### src/rtl/espectro_pkg.sv
// Shared types for the espectro note sequencer.
//   state_t : sequencer FSM states
//   note_t  : one note-table entry {fr, dur}
//   FR_REST / DUR_SKIP : special entry values (silent note / skipped entry)
package espectro_pkg;

  typedef enum logic [1:0] {
    IDLE = 2'd0,
    LOAD = 2'd1,
    PLAY = 2'd2,
    GAP  = 2'd3
  } state_t;

  typedef struct packed {
    logic [31:0] fr;
    logic [15:0] dur;
  } note_t;

  localparam logic [31:0] FR_REST  = 32'd0;
  localparam logic [15:0] DUR_SKIP = 16'd0;

endpackage

### src/rtl/espectro_tick.sv
// Free-running TICK_DIV prescaler with synchronous restart.
//   clk, rst : clock, synchronous active-high reset (counter cleared to 0)
//   restart  : reload the counter so the next tick lands TICK_DIV cycles later
//   tick     : one-cycle pulse every TICK_DIV cycles
module espectro_tick #(
  parameter int TICK_DIV = 50000
) (
  input  logic clk,
  input  logic rst,
  input  logic restart,
  output logic tick
);

  localparam int TW = (TICK_DIV > 1) ? $clog2(TICK_DIV) : 1;
  localparam logic [TW-1:0] RELOAD = TW'(TICK_DIV - 1);

  logic [TW-1:0] cnt;

  always_ff @(posedge clk) begin
    if (rst)                         cnt <= '0;
    else if (restart || cnt == '0)   cnt <= RELOAD;
    else                             cnt <= cnt - 1'b1;
  end

  // Tick does not depend on restart, so the sequencer can restart the
  // prescaler in the same cycle it consumes the final tick of a note.
  assign tick = (cnt == '0);

endmodule

### src/rtl/espectro_seq.sv
// Note sequencer feeding the spectrum sound generator.
//   clk50, rst                        : clock, synchronous active-high reset
//   wr_en/wr_addr/wr_fr/wr_dur        : note-table write port
//   start/len/loop                    : begin playback of len entries from 0
//   stop                              : abort to IDLE
//   fr/enable/init                    : generator divider, enable, new-note pulse
//   busy/note_idx/done                : status; done pulses on normal completion
module espectro_seq
  import espectro_pkg::*;
#(
  parameter int DEPTH     = 16,
  parameter int AW        = 4,
  parameter int TICK_DIV  = 50000,
  parameter int GAP_TICKS = 1
) (
  input  logic          clk50,
  input  logic          rst,
  input  logic          wr_en,
  input  logic [AW-1:0] wr_addr,
  input  logic [31:0]   wr_fr,
  input  logic [15:0]   wr_dur,
  input  logic          start,
  input  logic [AW:0]   len,
  input  logic          loop,
  input  logic          stop,
  output logic [31:0]   fr,
  output logic          enable,
  output logic          init,
  output logic          busy,
  output logic [AW-1:0] note_idx,
  output logic          done
);

  localparam logic [AW:0] DEPTH_L = (AW+1)'(DEPTH);
  localparam logic [15:0] GAP_L   = 16'(GAP_TICKS);

  note_t tbl [DEPTH];
  note_t cur;

  state_t        state, state_d;
  logic [AW-1:0] idx, idx_d;
  logic [AW:0]   len_q, len_d;
  logic          loop_q, loop_d;
  logic [15:0]   rem, rem_d;
  logic [31:0]   fr_d;
  logic          en_d, init_d, done_d;
  logic          restart, tick, advance, last;

  // Table is not reset; contents survive rst.
  always_ff @(posedge clk50) begin
    if (wr_en) tbl[wr_addr] <= {wr_fr, wr_dur};
  end

  assign cur = tbl[idx];

  espectro_tick #(.TICK_DIV(TICK_DIV)) u_tick (
    .clk     (clk50),
    .rst     (rst),
    .restart (restart),
    .tick    (tick)
  );

  assign last = ({1'b0, idx} == len_q - 1'b1);

  always_comb begin
    state_d = state;
    idx_d   = idx;
    len_d   = len_q;
    loop_d  = loop_q;
    rem_d   = rem;
    fr_d    = fr;
    en_d    = enable;
    init_d  = 1'b0;
    done_d  = 1'b0;
    restart = 1'b0;
    advance = 1'b0;

    case (state)
      IDLE: begin
        if (start && !stop && len != '0) begin
          state_d = LOAD;
          idx_d   = '0;
          len_d   = (len > DEPTH_L) ? DEPTH_L : len;
          loop_d  = loop;
        end
      end
      LOAD: begin
        if (cur.dur == DUR_SKIP) begin
          advance = 1'b1;
        end else begin
          fr_d    = cur.fr;
          en_d    = (cur.fr != FR_REST);
          init_d  = 1'b1;
          rem_d   = cur.dur;
          restart = 1'b1;
          state_d = PLAY;
        end
      end
      PLAY: begin
        if (tick) begin
          if (rem == 16'd1) begin
            en_d = 1'b0;
            if (GAP_TICKS != 0) begin
              state_d = GAP;
              rem_d   = GAP_L;
              restart = 1'b1;
            end else begin
              advance = 1'b1;
            end
          end else begin
            rem_d = rem - 16'd1;
          end
        end
      end
      GAP: begin
        if (tick) begin
          if (rem == 16'd1) advance = 1'b1;
          else              rem_d   = rem - 16'd1;
        end
      end
      default: state_d = IDLE;
    endcase

    // End-of-entry rule shared by skip, gapless PLAY end and GAP end.
    if (advance) begin
      if (last && !loop_q) begin
        state_d = IDLE;
        done_d  = 1'b1;
        fr_d    = '0;
        en_d    = 1'b0;
      end else begin
        state_d = LOAD;
        idx_d   = last ? '0 : idx + 1'b1;
      end
    end

    if (stop && state != IDLE) begin
      state_d = IDLE;
      fr_d    = '0;
      en_d    = 1'b0;
      init_d  = 1'b0;
      done_d  = 1'b0;
      restart = 1'b0;
    end
  end

  always_ff @(posedge clk50) begin
    if (rst) begin
      state  <= IDLE;
      idx    <= '0;
      len_q  <= '0;
      loop_q <= 1'b0;
      rem    <= '0;
      fr     <= '0;
      enable <= 1'b0;
      init   <= 1'b0;
      done   <= 1'b0;
    end else begin
      state  <= state_d;
      idx    <= idx_d;
      len_q  <= len_d;
      loop_q <= loop_d;
      rem    <= rem_d;
      fr     <= fr_d;
      enable <= en_d;
      init   <= init_d;
      done   <= done_d;
    end
  end

  assign busy     = (state != IDLE);
  assign note_idx = idx;

endmodule

### config.mk
export PLATFORM = sky130hd
export DESIGN_NAME = espectro_seq
export DESIGN_NICKNAME = d
export VERILOG_FILES = /design/src/rtl/espectro_pkg.sv /design/src/rtl/espectro_tick.sv /design/src/rtl/espectro_seq.sv
export SDC_FILE = /design/constraint.sdc
export NUM_CORES = 1
export LEC_CHECK = 0
export ABC_AREA = 1
export BUFFER_PORTS_ARGS = -buffer_cell sky130_fd_sc_hd__buf_2
export CELL_PAD_IN_SITES_DETAIL_PLACEMENT = 0
export CELL_PAD_IN_SITES_GLOBAL_PLACEMENT = 1
export CORE_MARGIN = 2
export CORE_UTILIZATION = 30
export CTS_CLUSTER_DIAMETER = 40
export DETAILED_ROUTE_END_ITERATION = 7
export GPL_ROUTABILITY_DRIVEN = 0
export PLACE_DENSITY_LB_ADDON = 0.1
export SLEW_MARGIN = 15
export SYNTH_ARGS = -nofsm -noshare
export SYNTH_HDL_FRONTEND = slang
export SYNTH_SLANG_ARGS = --single-unit
### constraint.sdc
create_clock -name clk50 -period 7.4 [get_ports clk50]
set_input_delay 1.85 -clock clk50 [delete_from_list [all_inputs] [get_ports clk50]]
set_output_delay 1.85 -clock clk50 [all_outputs]
set_load 0.005 [all_outputs]
==> qor.csv <==
metric,value,unit
status,finished clean,
Setup TNS Final,0,ns
All-Layer GR Usage,18.4,%
total CTS buffers,148,
highest metal used,met4,
Worst-Margin Slew,1.12,ns
Die W,343,um
synth unique cells,45,
leakage power,14.7,nW
met3 routed WL,4.12,mm
PostCTS Resize Cnt,0,
Synth Cell Area,34500,sq um
cell taking the most area after synthesis,edfxtp_1,
FP Rows,124,
clk sink count,847,
most common cell in the netlist,edfxtp_1,
WP data required,7.97,ns
htree depth,4,
pre-CTS setup slack,2.40,ns
layout cell share with drive strength beyond 1,13.8,%
area of the die,118000,sq um
Worst-Skew Late Latency,0.73,ns
Final #Nets,3096,
fmax,0.201,GHz
"Top FF cell, synth",edfxtp_1,
WL met2,53.1,mm
Clock Skew,0.0260,ns
PortBufs,102,
routed vias/inst,4.90,
setup bufs post-CTS,0,
crit path launch type,flop,
clock buffer depth,3,
Tot Pwr,13.3,mW
Slew HR,25.4,%
"FF+latch count, synth",847,
Die Span Y,343,um
DRC viols,0,
Final Hold Viols,0,
routed via count,22800,
critical path peak fanout,156,
First-pass DRT Iterations,7,
crit end category,flop,
Hold Path Class,flop to flop,
ys async rst share,0,%
vias in the first global route,23300,
minimum clock period,4.97,ns
"top cells by count, synth","edfxtp_1, nand2_1, nor2_1",
Ys Warns,0,
Mapped Nets,2982,
DR WL/cell,23.1,um
routed length on met1,48.3,mm
Final Setup Violations,0,
Detail Route Antenna Nets,0,
worst vdd ir,0.000201,V
Clock Tree Root,clkbuf_16,
num ports,103,
largest net degree at the start of global routing,164,
"Reg clk slew, reported paths",0.05,ns
Initial DRC Count,1485,
max-cap viol count,0,
Hold Buf Count CTS,0,
initial antenna violation count,6,
clock tree from TritonCTS,built,
dominant cells by area after synthesis,"edfxtp_1, nand2_1, dfxtp_1",
pwr dens,321,nW/um^2
crit share post-route,67.2,%
Final Max Tran Viols,0,
Yosys top cell area share,66.9,%
Worst Hold Launch,fr[2],
final setup margin,2.43,ns
WS Path Type,flop to flop,
Synth Instances,2908,
total core area,114000,sq um
total wire length,108,mm
RSZ-0062 raised after global routing,false,
sequential fraction of the synthesis area,71.5,%
origin of the critical flop-to-flop path,note_idx[0],
"Avg Cell Area, Syn",11.9,sq um
Setup crit start,note_idx[0],
number of flops mapped to enable cells by yosys,768,
Area Overhead vs Synth,20.2,%
Worst EP arrival,5.55,ns
post-DP HPWL,57.7,mm
first-pass GRT wire length,158,mm
total global routing overflow,0,
Starting Density,30.2,%
per-layer routing:
metal  up-vias  global-route usage [%]
met3       162                    3.06
met2       478                    31.4
met5         -                       0
met4         0                    5.38
li1      10700                       -
met1     11500                    23.9
kinds of logic after synthesis:
| logic type | synth area share [%] |
|---|---|
| buf+inv | 4.11 |
| flops | 71.5 |
| xor+xnor | 0.736 |
| simple gates | 13.6 |
| fa+ha+maj | 0.399 |
| compound gates | 9.69 |
cells in the final DEF (no fill, tap or decap), types with 59 or more instances in the layout:
| cell | count |
|---|---|
| inv_1 | 132 |
| dfxtp_1 | 75 |
| nor2_1 | 386 |
| buf_2 | 102 |
| nand3_1 | 200 |
| o21ai_0 | 286 |
| o22ai_1 | 59 |
| o221ai_1 | 68 |
| clkbuf_16 | 151 |
| nand2_1 | 492 |
| edfxtp_1 | 768 |
through the flow:
step	cell area [sq um]	instances	hold slack (ns)	utilization, %
after floorplan	34500	2908	0.454	-
after detailed placement	36500	4384	0.456	31.9
final	41500	4661	0.466	36.3
after global placement	36400	4383	0.457	31.9
after global routing	41500	4660	0.480	36.3
after CTS	41500	4660	0.466	36.3
critical path, stage by stage, from the launching register on:
cell and delay [ns]:
dfxtp_4 0.69, clkinv_8 0.63, buf_12 0.52, o21ai_0 0.26, nand3_1 0.10, nand3_1 0.12, nand2_1 0.09, nor2_1 0.09
nand2_1 0.08, nor2_2 0.17, nand2_1 0.08, nand2_2 0.69, inv_2 0.60, nor2_1 0.27, a211oi_2 0.06
cell type report:
type / instances / area [sq um]
timing repair buffer: 138 / 818
clock inverter: 100 / 1050
multi-input combinational: 1747 / 8550
clock buffer: 176 / 3940
fill: 11200 / 72700
tap: 1512 / 1890
antenna: 1 / 2.50
inverter: 140 / 546
sequential: 847 / 24700
state kept, by name (all words and copies together) (netlist names):
name        cells
done            1
enable          1
fr             32
init            1
len_q           5
loop_q          1
note_idx        4
rem            16
state           2
tbl           768
u_tick.cnt     16
report_power, final:
part           switching, mW  internal (mW)
logic                  0.705          0.310
clock network           2.38           4.41
registers              0.109           5.42
path summary, 6_finish.rpt:
kind	depth (start not counted)	slack (ns)	end
worst min-delay path	2	0.47	fr[2]
worst max-delay path	14	2.43	fr[28]
worst min register to register	2	0.47	fr[2]
worst max register to register	14	2.43	fr[28]
No activity file was read; power rests on OpenSTA's default activity.
